===== src/rtl/snake_cell.sv =====
// One LED-matrix snake playfield cell: tracks head/body/apple/collision occupancy
// and counts down the body segment so the cell stays lit for exactly `length` ticks.
module snake_cell #(
  parameter int LEN_W     = 8,
  parameter bit INIT_HEAD = 1'b0,
  parameter int INIT_LEN  = 3
) (
  input  logic             clk,
  input  logic             reset,
  input  logic             tick,
  input  logic             clear,
  input  logic             head_from_l,
  input  logic             head_from_u,
  input  logic             head_from_r,
  input  logic             head_from_d,
  input  logic [1:0]       dir,
  input  logic [LEN_W-1:0] length,
  input  logic             apple_place,
  output logic             lit,
  output logic             head,
  output logic             apple,
  output logic             collision,
  output logic             ate
);

  typedef enum logic [2:0] {S_OFF, S_HEAD, S_BODY, S_APPLE, S_COLL} state_t;

  localparam logic [LEN_W-1:0] ONE     = LEN_W'(1);
  localparam logic [LEN_W-1:0] RST_CNT = INIT_HEAD ? LEN_W'(INIT_LEN) : '0;

  state_t           state, state_n;
  logic [LEN_W-1:0] count, count_n, load_len;
  logic             sel_head, entry, ate_n;

  // The head moves in direction dir, so it arrives from the opposite neighbour.
  always_comb begin
    case (dir)
      2'b00:   sel_head = head_from_r;
      2'b01:   sel_head = head_from_d;
      2'b10:   sel_head = head_from_l;
      default: sel_head = head_from_u;
    endcase
  end

  assign entry    = tick & sel_head;
  assign load_len = (length == '0) ? ONE : length;

  always_comb begin
    state_n = state;
    count_n = count;
    ate_n   = 1'b0;
    if (clear) begin
      state_n = S_OFF;
      count_n = '0;
    end else if (entry) begin
      case (state)
        S_OFF: begin
          state_n = S_HEAD;
          count_n = load_len;
        end
        S_APPLE: begin
          state_n = S_HEAD;
          count_n = load_len;
          ate_n   = 1'b1;
        end
        S_BODY: begin
          // Last body segment vacates on the same tick the head arrives.
          if (count == ONE) begin
            state_n = S_HEAD;
            count_n = load_len;
          end else begin
            state_n = S_COLL;
            count_n = '0;
          end
        end
        S_HEAD: begin
          state_n = S_COLL;
          count_n = '0;
        end
        default: state_n = S_COLL;
      endcase
    end else if (tick && (state == S_HEAD || state == S_BODY)) begin
      if (count <= ONE) begin
        state_n = S_OFF;
        count_n = '0;
      end else begin
        state_n = S_BODY;
        count_n = count - ONE;
      end
    end else if (apple_place && state == S_OFF) begin
      state_n = S_APPLE;
    end
  end

  always_ff @(posedge clk or negedge reset) begin
    if (!reset) begin
      state     <= INIT_HEAD ? S_HEAD : S_OFF;
      count     <= RST_CNT;
      lit       <= INIT_HEAD;
      head      <= INIT_HEAD;
      apple     <= 1'b0;
      collision <= 1'b0;
      ate       <= 1'b0;
    end else begin
      state     <= state_n;
      count     <= count_n;
      lit       <= (state_n == S_HEAD) || (state_n == S_BODY) || (state_n == S_COLL);
      head      <= (state_n == S_HEAD);
      apple     <= (state_n == S_APPLE);
      collision <= (state_n == S_COLL);
      ate       <= ate_n;
    end
  end

endmodule


===== config.mk =====
export PLATFORM = sky130hd
export DESIGN_NAME = snake_cell
export DESIGN_NICKNAME = d
export VERILOG_FILES = /design/src/rtl/snake_cell.sv
export SDC_FILE = /design/constraint.sdc
export NUM_CORES = 1
export LEC_CHECK = 0
export CAP_MARGIN = 20
export CORE_MARGIN = 10
export CORE_UTILIZATION = 39
export DETAILED_ROUTE_END_ITERATION = 8
export PLACE_DENSITY = 0.67
export SLEW_MARGIN = 10
export SYNTH_ARGS = -nofsm -noshare
export SYNTH_HDL_FRONTEND = slang
export SYNTH_SLANG_ARGS = --single-unit

===== constraint.sdc =====
create_clock -name clk -period 2 [get_ports clk]
set_input_delay 0.2 -clock clk [delete_from_list [all_inputs] [get_ports clk]]
set_output_delay 0.2 -clock clk [all_outputs]
set_load 0.03 [all_outputs]

==> run_results.csv <==
group,metric,value,unit
layout,diodes,0,
route,drc,0,
clocking,cts_max_path_buffers,2,
critical_path,reg2regPathDepth,6,
power_and_ir_drop,pwr-share-comb,58.4,%
yosys,async_flop_share,100.0,%
global_routing,grt_antenna_before_repair,0,
global_routing,grt_pass1_wl,5.071,mm
global_routing,grt_max_degree,17,
clocking,htree_num_levels,1,
die,ios,24,
timing,tns,-0.004946,ns
critical_path,cp.arrival,2.23,ns
power_and_ir_drop,power_density,993.3,mW/mm2
critical_path,r2r_end,"count[3]",
layout,final_layout_size_suffix_gt1_share,22.42,%
critical_path,crit_buf_inv,1,
die,fp.dieW,73.35,um
outcome,violations,"setup timing",
global_routing,overflow,0,
placement,dp_hpwl,2.354,mm
clocking,cts_tree,"done",
yosys,ys_types,44,
global_routing,grtUsageTotal,11.56,%
clocking,cts_root_buffer,"clkbuf_4",
timing,finalSetupViolCount,1,
route,antenna_left,0,
yosys,seq_area_frac_synth,36.08,%
critical_path,end_kind,"register",
critical_path,slowest_delay,0.58,ns
critical_path,cp_slowest_cell,"or4_4",
power_and_ir_drop,clockPowerShare,11.2,%
power_and_ir_drop,p_leak,0.6542,nW
clocking,insertion_delay,0.29,ns
clocking,cts_hold_buf,0,
route,drt-initial-drc-count,65,
layout,fin_area,0.001583,mm2
layout,area_delta_synth_final,42.62,%
critical_path,r2r_start,"count[5]",
timing,fin_worst_skew,0.003886,ns
placement,placed_cell_area,0.001488,mm2
power_and_ir_drop,switchingPower,0.6687,mW
route,vias,1111,
timing,layout_setup_ws,-0.004946,ns
worst_hold_path,hp-class,"in -> async",
critical_path,worstSetupPathDepth,6,
yosys,synth-edff-count,0,
critical_path,critPathKind,"reg -> reg",
power_and_ir_drop,worst_ir_drop_vdd,711.1,uV
timing,rsz0062_at_grt,"yes",
placement,gp_congestion,0.8147,
yosys,yosys_warnings,0,
timing,fin_crit,2.005,ns
timing,hold_viol_final,0,
placement,place_inst,190,
power_and_ir_drop,seqPwrFrac,30.3,%
timing,max_freq,498.8,MHz
critical_path,required,2.22,ns
die,rows,19,
timing,relSlewSlack,71.21,%
critical_path,critPathTopFamily,"simple AND/OR/NAND/NOR gates",
yosys,syn_nets,147,
clocking,numCtsBuffers,3,
global_routing,grt_pass1_vias,1121,
die,start_util,40.59,%
layout,instances_no_fill,196,
yosys,ys_ff_latch,16,
flow_run,max-cap-violations,0,
clocking,cts.clk_slew.worst_paths,0.10,ns
critical_path,cp_max_fo,6,
die,coreArea,0.002734,mm2
yosys,postSynthCellCount,126,
yosys,synth_area_per_cell,8.808,um2
yosys,postSynth.topFlopCell,"dfrtp_1",
clocking,clock-sinks,16,
route,wl_per_cell,15.97,um
critical_path,r2r_slack,-0.005,ns
critical_path,setup.worst_path.start_class,"register",
layout,final_nets,188,
die,die-height,73.35,um
yosys,synth_area,0.001110,mm2
power_and_ir_drop,power.internal,0.9034,mW
power_and_ir_drop,switching_share,42.53,%
timing,worstMarginPinSlew,0.4286,ns
critical_path,worstSetupStartpoint,"count[5]",
timing,maxSlewViolCount,0,
critical_path,cp_cell_sequence,"or4_4 -> o311a_4 -> nor3_4 -> buf_4 -> a32oi_1 -> o22ai_1",
route,wl,3.130,mm
outcome,status,"finished, violations left",
route,dr.pass1.iters,5,
layout,seq_area,400.4,um2
timing,post-route-period-util,100.2,%
critical_path,crit_end,"count[3]",
layout,num-fill-cells,241,
layout,multi_input_area,694.4,um2
placement,port_buffers,23,
die,die_area,0.005379,mm2
route,via_per_inst,5.668,
-- layout make-up --
cell class | instances | area share (%)
clock buffers | 3 | 1.423
multi-input cells | 93 | 43.87
inverters | 11 | 2.609
flip-flops and latches | 16 | 25.30
repair buffers | 42 | 24.35
well taps | 31 | 2.451
-- registers in the layout, summed over array words and instances, names as in the netlist --
signal and flops:
collision 1, count 8, state 3, apple 1, lit 1, head 1, ate 1
-- cell families (layout without fill, tap and decap cells) --
logic type      after synthesis  after routing  synth area share, %
simple gates                 48             48                25.82
compound gates               40             40                26.27
buf+inv                      17             56                5.862
flops                        16             16                36.08
fa+ha+maj                     2              2                2.254
mux                           2              2                2.931
xor+xnor                      1              1               0.7893
-- timing repair --
action                     4_1_cts  5_1_grt
setup endpoints to repair        5        9
setup buffers                    1        2
hold endpoints to repair         0        0
gates resized for setup          1        7
pin swaps                        2        1
-- per-stage QoR --
stage | setup WS [ns] | hold slack, ns | utilization (%) | power [mW]
after floorplan | 0.1091 | -0.09559 | - | 0.9945
after global placement | -0.1261 | 0.5429 | 54.42 | 1.280
after detailed placement | -0.1630 | 0.5418 | 54.42 | 1.306
after CTS | 0.01886 | 0.2380 | 55.74 | 1.503
after global routing | -0.08628 | 0.2480 | 57.89 | 1.684
final | -0.004946 | 0.2309 | 57.89 | 1.572
-- synth_stat cells, drive strengths merged, types with 2 or more instances --
library cell  count  share of area (%)
a32oi             3                2.4
nor2             12                4.1
nor3              9                7.1
nand2             8                2.7
o22a              2                1.6
or4               2                1.7
o311a             2                2.9
nor4              3                1.7
o21ai             4                1.8
a211oi            3                2.0
nand2b            2                1.1
and2              2                1.1
o21a              2                1.4
clkbuf            5                1.7
dfrtp            16                 36
inv              11                3.7
ha                2                2.3
a21oi            11                5.0
a22oi             3                2.0
nor2b             2                1.1
o22ai             5                3.4
-- power by group through the flow --
stage | clock (mW) | sequential (mW) | combinational [mW]
global route | 0.193 | 0.490 | 1.00
floorplan | 0 | 0.485 | 0.510
global placement | 0 | 0.474 | 0.806
detailed placement | 0 | 0.481 | 0.825
CTS | 0.176 | 0.475 | 0.852
finish | 0.177 | 0.477 | 0.918
-- how the worst min path moves through the flow --
| stage | to | slack, ns | depth (start not counted) |
|---|---|---|---|
| 6_report | count[1] | 0.23 | 2 |
| 2_1_floorplan | apple | -0.1 | 0 |
| 3_3_place_gp | head | 0.54 | 2 |
| 5_1_grt | head | 0.25 | 2 |
| 3_5_place_dp | head | 0.54 | 2 |
| 4_1_cts | head | 0.24 | 2 |
-- worst reg2reg max path, cell delays in order, from the launching register on --
cell and delay (ns):
dfrtp_1 0.39, or4_4 0.58, o311a_4 0.34, nor3_4 0.26
buf_4 0.17, a32oi_1 0.04, o22ai_1 0.15
-- cells in the final DEF (no fill, tap or decap), drive strengths merged, types with 2 or more instances in the layout --
master,n
ha,2
dfrtp,16
nor4,3
nand2,8
o311a,2
a32oi,3
o22a,2
and2,2
clkdlybuf4s50,23
nand2b,2
o21a,2
o21ai,4
nor2,12
o22ai,5
a21oi,11
a211oi,3
inv,11
buf,19
clkbuf,3
a22oi,3
nor2b,2
or4,2
nor3,9
-- per-layer routing --
metal / up-vias / track usage (%) / share of wire, %
met3: 4 / 2.961 / 5.9
met5: - / 0 / 0
met2: 33 / 19.20 / 50
met1: 526 / 14.33 / 43
met4: 0 / 3.313 / 1.2
li1: 548 / - / -
Power figures use the tool's default switching activity.
